**config.mk**
```make
export PLATFORM = sky130hd
export DESIGN_NAME = mdu_issue_ctrl
export DESIGN_NICKNAME = d
export VERILOG_FILES = /design/src/rtl/mdu_pkg.sv /design/src/rtl/mdu_lat_watchdog.sv /design/src/rtl/mdu_issue_ctrl.sv
export SDC_FILE = /design/constraint.sdc
export NUM_CORES = 1
export LEC_CHECK = 0
export BUFFER_PORTS_ARGS = -buffer_cell sky130_fd_sc_hd__buf_2
export CAP_MARGIN = 15
export CELL_PAD_IN_SITES_DETAIL_PLACEMENT = 0
export CELL_PAD_IN_SITES_GLOBAL_PLACEMENT = 2
export CORE_ASPECT_RATIO = 0.5
export CORE_UTILIZATION = 21
export DETAILED_ROUTE_END_ITERATION = 16
export PLACE_DENSITY = 0.77
export SLEW_MARGIN = 0
export SYNTH_ARGS = -nofsm -noshare
export SYNTH_HDL_FRONTEND = slang
export SYNTH_SLANG_ARGS = --single-unit
```
**constraint.sdc**
```tcl
create_clock -name clk -period 4.52 [get_ports clk]
set_input_delay 0.904 -clock clk [delete_from_list [all_inputs] [get_ports clk]]
set_output_delay 0.904 -clock clk [all_outputs]
set_load 0.005 [all_outputs]
```
**src/rtl/mdu_pkg.sv**
```systemverilog
// Shared definitions for the MDU issue controller: op encodings, default
// latencies, FSM state type and op classification helpers.
package mdu_pkg;

  localparam logic [3:0] OP_NONE  = 4'd0;
  localparam logic [3:0] OP_MULT  = 4'd1;
  localparam logic [3:0] OP_MULTU = 4'd2;
  localparam logic [3:0] OP_DIV   = 4'd3;
  localparam logic [3:0] OP_DIVU  = 4'd4;
  localparam logic [3:0] OP_MFHI  = 4'd5;
  localparam logic [3:0] OP_MFLO  = 4'd6;
  localparam logic [3:0] OP_MTHI  = 4'd7;
  localparam logic [3:0] OP_MTLO  = 4'd8;

  localparam int MUL_LAT_DEF = 5;
  localparam int DIV_LAT_DEF = 10;

  typedef enum logic {IDLE, BUSY} mdu_state_e;

  function automatic logic is_muldiv(input logic [3:0] op);
    return (op >= OP_MULT) && (op <= OP_DIVU);
  endfunction

  function automatic logic [4:0] op_latency(input logic [3:0] op, input int mul_lat,
                                            input int div_lat);
    return ((op == OP_MULT) || (op == OP_MULTU)) ? 5'(mul_lat) : 5'(div_lat);
  endfunction

endpackage

```
**src/rtl/mdu_lat_watchdog.sv**
```systemverilog
// Tracks how long the current mult/div has been in flight and flags an MDU
// whose busy flag disagrees with the expected latency.
module mdu_lat_watchdog
  import mdu_pkg::*;
#(
  parameter int WD_SLACK = 2
) (
  input  logic       clk,
  input  logic       reset,
  input  logic       clear,
  input  logic [4:0] lat,
  input  logic       busy,
  input  logic       active,
  output logic [4:0] cnt,
  output logic [4:0] exp_lat,
  output logic       wd_err
);

  logic [4:0] cnt_q, cnt_d;
  logic [4:0] exp_lat_q, exp_lat_d;
  logic       wd_err_q, wd_err_d;
  logic [5:0] late_limit;
  logic       too_late, too_early;

  // cnt is the 1-based index of the current BUSY cycle, so the first
  // BUSY cycle reads 1 and the MDU must already report busy there.
  always_comb begin
    cnt_d     = cnt_q;
    exp_lat_d = exp_lat_q;
    if (clear) begin
      cnt_d     = 5'd1;
      exp_lat_d = lat;
    end else if (active && (cnt_q != 5'd31)) begin
      cnt_d = cnt_q + 5'd1;
    end
  end

  assign late_limit = {1'b0, exp_lat_q} + 6'(WD_SLACK);
  assign too_late   = busy && ({1'b0, cnt_q} > late_limit);
  assign too_early  = !busy && (cnt_q == 5'd1);

  always_comb begin
    wd_err_d = wd_err_q;
    if (active && (too_late || too_early)) begin
      wd_err_d = 1'b1;
    end
  end

  always_ff @(posedge clk) begin
    if (reset) begin
      cnt_q     <= 5'd0;
      exp_lat_q <= 5'd0;
      wd_err_q  <= 1'b0;
    end else begin
      cnt_q     <= cnt_d;
      exp_lat_q <= exp_lat_d;
      wd_err_q  <= wd_err_d;
    end
  end

  assign cnt     = cnt_q;
  assign exp_lat = exp_lat_q;
  assign wd_err  = wd_err_q;

endmodule

```
**src/rtl/mdu_issue_ctrl.sv**
```systemverilog
// E-stage issue/stall control for the multiply/divide unit, with zero-latency
// HI/LO readback, latency watchdog and issue/stall performance counters.
module mdu_issue_ctrl
  import mdu_pkg::*;
#(
  parameter int MUL_LAT  = MUL_LAT_DEF,
  parameter int DIV_LAT  = DIV_LAT_DEF,
  parameter int WD_SLACK = 2
) (
  input  logic        clk,
  input  logic        reset,
  input  logic        e_valid,
  input  logic [3:0]  e_op,
  input  logic        e_flush,
  input  logic [31:0] e_rs,
  input  logic [31:0] e_rt,
  input  logic        mdu_busy,
  input  logic [31:0] mdu_hi,
  input  logic [31:0] mdu_lo,
  output logic        mdu_start,
  output logic [3:0]  mdu_op,
  output logic [31:0] mdu_a,
  output logic [31:0] mdu_b,
  output logic        stall,
  output logic [31:0] mf_data,
  output logic        wd_err,
  output logic [31:0] issue_cnt,
  output logic [31:0] stall_cnt
);

  mdu_state_e  state_q, state_d;
  logic [31:0] issue_cnt_q, issue_cnt_d;
  logic [31:0] stall_cnt_q, stall_cnt_d;
  logic        is_md, req, start_md, lat_done, busy_hold;
  logic [4:0]  cnt, exp_lat;

  assign is_md    = e_valid && (e_op >= OP_MULT) && (e_op <= OP_MTLO);
  assign req      = is_md && !e_flush;
  assign lat_done = (cnt >= exp_lat) && !mdu_busy;

  // BUSY lets go in the very cycle its exit condition holds, so a waiting
  // op issues there rather than one cycle later.
  assign busy_hold = (state_q == BUSY) && !lat_done;

  assign stall     = !reset && req && (busy_hold || mdu_busy);
  assign mdu_start = !reset && req && !stall;
  assign start_md  = mdu_start && is_muldiv(e_op);

  assign mdu_op = e_op;
  assign mdu_a  = e_rs;
  assign mdu_b  = e_rt;

  assign mf_data = mdu_start ? ((e_op == OP_MFHI) ? mdu_hi : mdu_lo) : 32'd0;

  always_comb begin
    state_d = state_q;
    case (state_q)
      IDLE: if (start_md) state_d = BUSY;
      BUSY: begin
        if (start_md)      state_d = BUSY;
        else if (lat_done) state_d = IDLE;
      end
      default: state_d = IDLE;
    endcase
  end

  always_comb begin
    issue_cnt_d = issue_cnt_q + 32'(mdu_start);
    stall_cnt_d = stall_cnt_q + 32'(stall);
  end

  always_ff @(posedge clk) begin
    if (reset) begin
      state_q     <= IDLE;
      issue_cnt_q <= 32'd0;
      stall_cnt_q <= 32'd0;
    end else begin
      state_q     <= state_d;
      issue_cnt_q <= issue_cnt_d;
      stall_cnt_q <= stall_cnt_d;
    end
  end

  mdu_lat_watchdog #(
    .WD_SLACK (WD_SLACK)
  ) u_wd (
    .clk     (clk),
    .reset   (reset),
    .clear   (start_md),
    .lat     (op_latency(e_op, MUL_LAT, DIV_LAT)),
    .busy    (mdu_busy),
    .active  (state_q == BUSY),
    .cnt     (cnt),
    .exp_lat (exp_lat),
    .wd_err  (wd_err)
  );

  assign issue_cnt = issue_cnt_q;
  assign stall_cnt = stall_cnt_q;

endmodule

```
==> results by group, run 1 <==
Synthesis
  – Synth warn: 0
  – Sequential-to-total area share from yosys stat: 32.53%
  – Synth Register Bits: 73
  – Post-synthesis cell type count: 48
  – Number of flops mapped to enable cells by yosys: 0
  – Commonest cells post-synth: nand2_1, dfxtp_1, buf_4, nor2_1, xor2_1
  – Yosys top cell by area: dfxtp_1
  – Mapped Cells: 570
  – Net Count, Synth: 724
  – Syn Area/Cell: 7.883 um^2
  – Post-synth top area share: 32.53%
  – Commonest register cell after synthesis: dfxtp_1
  – Asr flop ratio synth: 0%
  – Dominant cells by area after synthesis: dfxtp_1, buf_4, xor2_1, nand2_1, nor2_1
  – Count leader, synth: nand2_1
  – Post-Syn Area: 4493 um^2

Route
  – Drt total wl: 12770 um
  – TritonRoute pass-1 iters: 4
  – DRC Markers: 0
  – Iteration-0 DRC Markers: 132
  – Antenna Nets Post-Route: 0
  – Average wire per standard cell: 13.53 um
  – Via Count: 4062
  – Vias per cell: 4.303

Critical path
  – Slowest stage cell, crit path: dfxtp_1
  – Worst path max stage delay: 440 ps
  – CP Max Fanout: 34
  – Buf/Inv on CP: 3
  – Largest delay share family, worst path: compound AO/OA/AOI/OAI gates
  – Worst path required time: 3620 ps
  – Critical R2R Capture: issue_cnt[24]
  – Worst R2R Start: u_wd.cnt[0]
  – Setup slack, reg-to-reg: 1090 ps
  – Setup Crit Path Kind: register to output pin
  – CP Data Arrival Time: 2680 ps
  – CP Launch Type: register
  – Worst-path cell chain: inv_1 -> ha_1 -> nand2b_1 -> a211oi_1 -> o211a_1 -> or3_1 -> buf_4 -> a21oi_1 -> buf_2
  – Crit. End Element: output pin
  – Reg2Reg Depth: 14

Floorplan
  – Die area: 22020 um^2
  – # rows: 37
  – Core area: 20740 um^2
  – Die height: 105.4 um
  – Initial Util: 21.66%
  – I/O Pins: 304
  – Die X: 208.9 um

Layout
  – Layout cells sized above 1: 30.70%
  – Layout Nets: 822
  – Fill count: 2294
  – Ant. Diodes: 0
  – Area grow syn2layout: 20.83%

STA
  – Tcrit/Tclk final: 79.36%
  – Worst-margin pin slew: 826.8 ps
  – Fmax: 0.2788 GHz
  – Final hold violations: 0
  – Fin. max-slew vios: 0
  – Slew margin rel.: 44.88%
  – Final setup viols: 0
  – Clk_skew: 8.570 ps
  – Final worst path period need: 3587 ps
  – Setup TNS: 0 ps
  – RSZ-0062 raised after global routing: false

Global routing
  – First-pass GRT wire length: 19990 um
  – Vias in the first global route: 3881
  – Initial antenna violation count: 1
  – Grt total ovfl: 0
  – Tot GR Track Use: 11.36%
  – Pin count of the biggest net entering global routing: 74

Clocking
  – CTS Sinks: 73
  – Total CTS buffers: 9
  – Root buf cell: clkbuf_16
  – Post-CTS Setup Repair Bufs: 0
  – Post-CTS resize count: 0
  – CTS tree: built
  – Clock-pin slew on the worst setup and hold paths: 60 ps
  – H-tree Lvls: 3
  – Worst skew pair latency: 330 ps
  – Hold-fix buffers, CTS: 0
  – CTS Buffer Depth: 2

Placement
  – Port Buffers: 175
  – GPL Wtd Cong: 0.7627
  – Dpl hpwl: 9428 um

Power and ir drop
  – Pleak: 0.002518 uW
  – Worst vdd ir: 0.1390 mV
  – Pwr Total: 1430 uW
  – PD cells: 263.4 nW/um^2

Run
  – Max-Cap Viols: 0

Hold path
  – Hold worst-path end: stall_cnt[13]
  – Hold Crit Start: stall_cnt[13]
  – WHS Path Cells: 2
  – Worst Hold Class: register to register

Status
  – Status: finished, final reports clean
==> per-layer routing <==
layer	up-vias	track usage (%)	wire length, um
met2	134	19.79	6190
met4	2	2.994	131
met5	-	0	13
met1	1875	13.57	5595
met3	12	3.427	836
li1	2039	-	-
==> cells by family (layout without fill, tap and decap cells) <==
family	Yosys count	after routing	share of synthesized area [%]
compound gates	58	58	7.825
mux	1	1	0.2228
buf+inv	103	204	14.65
flops	73	73	32.53
fa+ha+maj	17	17	4.734
simple gates	257	257	28.15
xor+xnor	61	61	11.89
==> cells in the final DEF (no fill, tap or decap), drive strengths merged, types with 2 or more instances in the layout <==
master / instances
nor2: 67
and4: 6
inv: 11
or4: 3
or3: 4
dfxtp: 73
nor3: 7
xnor2: 9
and3: 10
or2: 2
and2: 6
nand4: 28
clkbuf: 11
xor2: 52
ha: 17
nand3: 25
nor2b: 6
a21oi: 42
o21ai: 5
o31ai: 2
nand2: 85
buf: 179
nor4: 4
==> power by group <==
part	switching, uW	leakage (uW)	internal, uW
sequential	0.860	0.000588	644
combinational	43.9	0.00179	38.0
clock	267	0.000137	436
total	312	0.00252	1120
==> area by class of cell <==
type                            instances  area, um^2  area share (%)
Multi-Input combinational cell        394        2374           43.72
Sequential cell                        73        1461           26.92
Timing Repair Buffer                  179       925.9           17.05
Inverter                               11       41.29          0.7605
Tap cell                              273       341.6           6.292
Clock buffer                           11       242.7           4.471
Clock inverter                          3       42.54          0.7836
==> registers in the layout, indices dropped and copies added, names as in the netlist <==
signal,cells
issue_cnt,32
u_wd.cnt,5
u_wd.exp_lat,2
u_wd.wd_err,1
state_q,1
stall_cnt,32
==> worst max-delay path by stage <==
stage | depth (start not counted) | startpoint | slack, ps | endpoint
finish | 9 | u_wd.cnt[0] | 930 | mf_data[5]
global placement | 12 | e_op[1] | 820 | issue_cnt[24]
CTS | 9 | u_wd.cnt[0] | 850 | mf_data[7]
detailed placement | 12 | e_op[1] | 730 | issue_cnt[20]
global route | 9 | u_wd.cnt[0] | 680 | mf_data[7]
floorplan | 13 | e_op[2] | 1150 | issue_cnt[24]
==> metrics by stage <==
stage	instance area (um^2)	utilization (%)	cells	setup slack [ps]	hold WS (ps)
4_1_cts	5401	26.04	943	845.4	514.0
3_5_place_dp	5116	24.67	929	733.1	502.5
5_1_grt	5429	26.18	944	677.6	552.6
2_1_floorplan	4493	-	570	1153	480.9
6_report	5429	26.18	944	932.9	514.5
3_3_place_gp	5116	24.67	929	824.9	490.8
==> tightest hold or removal path, delay by kind of cell, from the launching register on <==
kind,cells,cell delay (ps)
flip-flops,1,330
AO/OA/AOI/OAI,2,140
No activity file was read; power rests on OpenSTA's default activity.
==> run 2: changes to the inputs <==
--- a/config.mk
+++ b/config.mk
@@ -5,14 +5,15 @@
 export SDC_FILE = /design/constraint.sdc
 export NUM_CORES = 1
 export LEC_CHECK = 0
+export ABC_AREA = 1
 export BUFFER_PORTS_ARGS = -buffer_cell sky130_fd_sc_hd__buf_2
 export CAP_MARGIN = 15
 export CELL_PAD_IN_SITES_DETAIL_PLACEMENT = 0
 export CELL_PAD_IN_SITES_GLOBAL_PLACEMENT = 2
 export CORE_ASPECT_RATIO = 0.5
-export CORE_UTILIZATION = 21
+export CORE_UTILIZATION = 22
 export DETAILED_ROUTE_END_ITERATION = 16
-export PLACE_DENSITY = 0.77
+export PLACE_DENSITY = 0.78
 export SLEW_MARGIN = 0
 export SYNTH_ARGS = -nofsm -noshare
 export SYNTH_HDL_FRONTEND = slang
==> constraint.sdc (replaced) <==
create_clock -name clk -period 3.7 [get_ports clk]
set_input_delay 0.74 -clock clk [delete_from_list [all_inputs] [get_ports clk]]
set_output_delay 0.74 -clock clk [all_outputs]
set_load 0.005 [all_outputs]
==> results by group, run 2 <==
Status
  – Status: finished, final reports clean

Power and ir drop
  – Sequential share of power: 44.2% (-0.9 points)
  – Clock share of power: 48.7% (-0.5 points)
  – Pleak: 0.002713 uW (+7.7%)
  – Gate power share: 7.1% (+1.4 points)
  – PD cells: 288.2 nW/um^2 (+9.4%)
  – Worst vdd ir: 0.1274 mV (-8.4%)
  – Internal power: 1363 uW (+22%)
  – P_sw: 421.3 uW (+35%)
  – Switching Share: 23.61% (+1.8 points)

Layout
  – Ant. Diodes: 0 (unchanged)
  – Layout cells sized above 1: 29.73% (-0.97 points)
  – Most common cell after layout, fill and taps aside: buf_2
  – Layout Nets: 1001 (+22%)
  – Register area: 1461 um^2 (unchanged)
  – Post-Route Utilization: 26.95% (+0.77 points)
  – Final instance area: 6193 um^2 (+14%)
  – Area grow syn2layout: 19.45%
  – Commonest cells after routing, fill and taps aside: buf_2, nand2_1, nor2_1
  – Multi-input combinational cell area: 2898 um^2 (+22%)
  – Fill count: 2593 (+13%)

Synthesis
  – Synth warn: 0 (unchanged)
  – Commonest cells post-synth: nand2_1, nor2_1, dfxtp_1, buf_4, inv_1
  – Post-synthesis cell type count: 38 (-21%)
  – Commonest register cell after synthesis: dfxtp_1
  – Synth Register Bits: 73 (unchanged)
  – Net Count, Synth: 894 (+23%)
  – Post-Syn Area: 5185 um^2 (+15%)
  – Yosys top cell by area: dfxtp_1
  – Number of flops mapped to enable cells by yosys: 0 (unchanged)
  – Count leader, synth: nand2_1
  – Sequential-to-total area share from yosys stat: 28.19% (-4.3 points)
  – Syn Area/Cell: 7.007 um^2 (-11%)
  – Post-synth top area share: 28.19% (-4.3 points)
  – Asr flop ratio synth: 0% (unchanged)
  – Dominant cells by area after synthesis: dfxtp_1, nand2_1, buf_4, mux2_2, nor2_1
  – Mapped Cells: 740 (+30%)

Route
  – Drt total wl: 18100 um (+42%)
  – Antenna Nets Post-Route: 0 (unchanged)
  – DRC Markers: 0 (unchanged)
  – Iteration-0 DRC Markers: 298 (+130%)
  – Average wire per standard cell: 15.63 um (+16%)
  – Vias per cell: 4.389 (+2.0%)
  – Via Count: 5082 (+25%)
  – TritonRoute pass-1 iters: 4 (unchanged)

Global routing
  – Grt total ovfl: 0 (unchanged)
  – Pin count of the biggest net entering global routing: 57 (-23%)
  – Initial antenna violation count: 1 (unchanged)
  – Tot GR Track Use: 14.90% (+3.5 points)
  – First-pass GRT wire length: 27740 um (+39%)
  – Vias in the first global route: 4870 (+25%)

Critical path
  – Buf/Inv on CP: 3 (unchanged)
  – CP Data Arrival Time: 3450 ps (+770 ps)
  – Worst-path cell chain: inv_1 -> ha_1 -> nand3_1 -> nor2_1 -> nor2_1 -> a21oi_4 -> inv_1 -> nor4_1 -> ha_1 -> ha_1 -> nand2_2 -> inv_2 -> nand2_4 -> nor2_4 -> nand2_2 -> nor2_4 -> nand3_1 -> or2_0 -> a21oi_1
  – Setup Crit Path Kind: register to register
  – CP Max Fanout: 5 (-85%)
  – Worst path max stage delay: 400 ps (-40 ps)
  – Worst path required time: 3970 ps (+350 ps)
  – CP Launch Type: register
  – Slowest stage cell, crit path: dfxtp_1
  – Crit. End Element: register
  – Largest delay share family, worst path: simple AND/OR/NAND/NOR gates
  – Most frequent CP cell: ha_1

Clocking
  – Total CTS buffers: 9 (unchanged)
  – Clock-pin slew on the worst setup and hold paths: 60 ps (about the same)
  – CTS Buffer Depth: 2 (unchanged)
  – Post-CTS resize count: 0 (unchanged)
  – Post-CTS Setup Repair Bufs: 0 (unchanged)
  – Hold-fix buffers, CTS: 0 (unchanged)
  – CTS Sinks: 73 (unchanged)
  – CTS tree: built
  – Root buf cell: clkbuf_16
  – Worst skew pair latency: 340 ps (about the same)
  – H-tree Lvls: 3 (unchanged)

Placement
  – Setup slack at placement: 454.4 ps (-278.7 ps)
  – Port Buffers: 175 (unchanged)
  – GPL Wtd Cong: 0.8962 (+18%)
  – Dpl cell area: 5908 um^2 (+15%)
  – Dpl hpwl: 14610 um (+55%)

Floorplan
  – Die X: 219.1 um (+4.9%)
  – # rows: 39 (+5.4%)
  – I/O Pins: 304 (unchanged)
  – Initial Util: 22.56% (+0.90 points)
  – Die area: 24220 um^2 (+10%)
  – Die height: 110.6 um (+4.9%)
  – Core area: 22980 um^2 (+11%)

STA
  – Slew margin rel.: 52.89% (+8.0 points)
  – Clk_skew: 4.350 ps (-4.220 ps)
  – Worst hold margin: 451.6 ps (-62.88 ps)
  – Tcrit/Tclk final: 86.13%
  – Final hold violations: 0 (unchanged)
  – Fmax: 0.3138 GHz
  – Setup TNS: 0 ps (unchanged)
  – Final worst path period need: 3187 ps
  – Final setup viols: 0 (unchanged)
  – Fin. max-slew vios: 0 (unchanged)
  – RSZ-0062 raised after global routing: false
  – PnR worst setup slack: 513.2 ps (-419.7 ps)
  – Worst-margin pin slew: 706.6 ps (-120.2 ps)

Run
  – Max-Cap Viols: 0 (unchanged)

Hold path
  – Worst Hold Class: register to register
-- run 2: final timing paths --
kind / slack (ps) / end / cells after the start / start
max: 510 / issue_cnt[16] / 19 / u_wd.exp_lat[1]
min: 450 / u_wd.wd_err / 2 / u_wd.wd_err
max reg2reg: 510 / issue_cnt[16] / 19 / u_wd.exp_lat[1]
min reg2reg: 450 / u_wd.wd_err / 2 / u_wd.wd_err
-- run 2: power by group through the flow --
stage	clock, uW	combinational [uW]	sequential, uW
final	870	127	788
after global routing	926	142	788
after CTS	897	132	788
after detailed placement	0	131	806
after global placement	0	130	806
after floorplan	0	119	805
-- run 2: final cells by class --
cell class	instances	area share, %
Tap cell	307	6.202
Timing Repair Buffer	180	14.75
Multi-Input combinational cell	516	46.79
Clock inverter	6	0.9697
Inverter	67	4.061
Sequential cell	73	23.60
Clock buffer	9	3.636
-- run 2: cells by family after synthesis --
group                      Yosys count  share of synthesized area [%]
and+or+nand+nor                    380                          35.01
buffers and inverters              151                          15.93
AOI/OAI and AO/OA                   75                          7.794
DFF                                 73                          28.19
muxes                               32                          6.950
adders and majority gates           17                          4.102
xor gates and xnor gates            12                          2.027
-- run 2: per-stage QoR --
step,total power (uW),instances
5_1_grt,1856,1158
6_report,1785,1158
2_1_floorplan,924.6,740
3_3_place_gp,936.2,1143
3_5_place_dp,936.4,1143
4_1_cts,1816,1158
-- run 2: tightest hold or removal path, delay by kind of cell (launching register included) --
family	cells	cell delay, ps
flops	1	310
compound gates	1	50
buf+inv	1	50
-- run 2: metal layers --
metal | share of wire, % | track usage (%)
met1 | 45 | 18.55
met3 | 5.1 | 3.554
met4 | 1.9 | 4.676
met2 | 48 | 25.19
met5 | 0.072 | 0
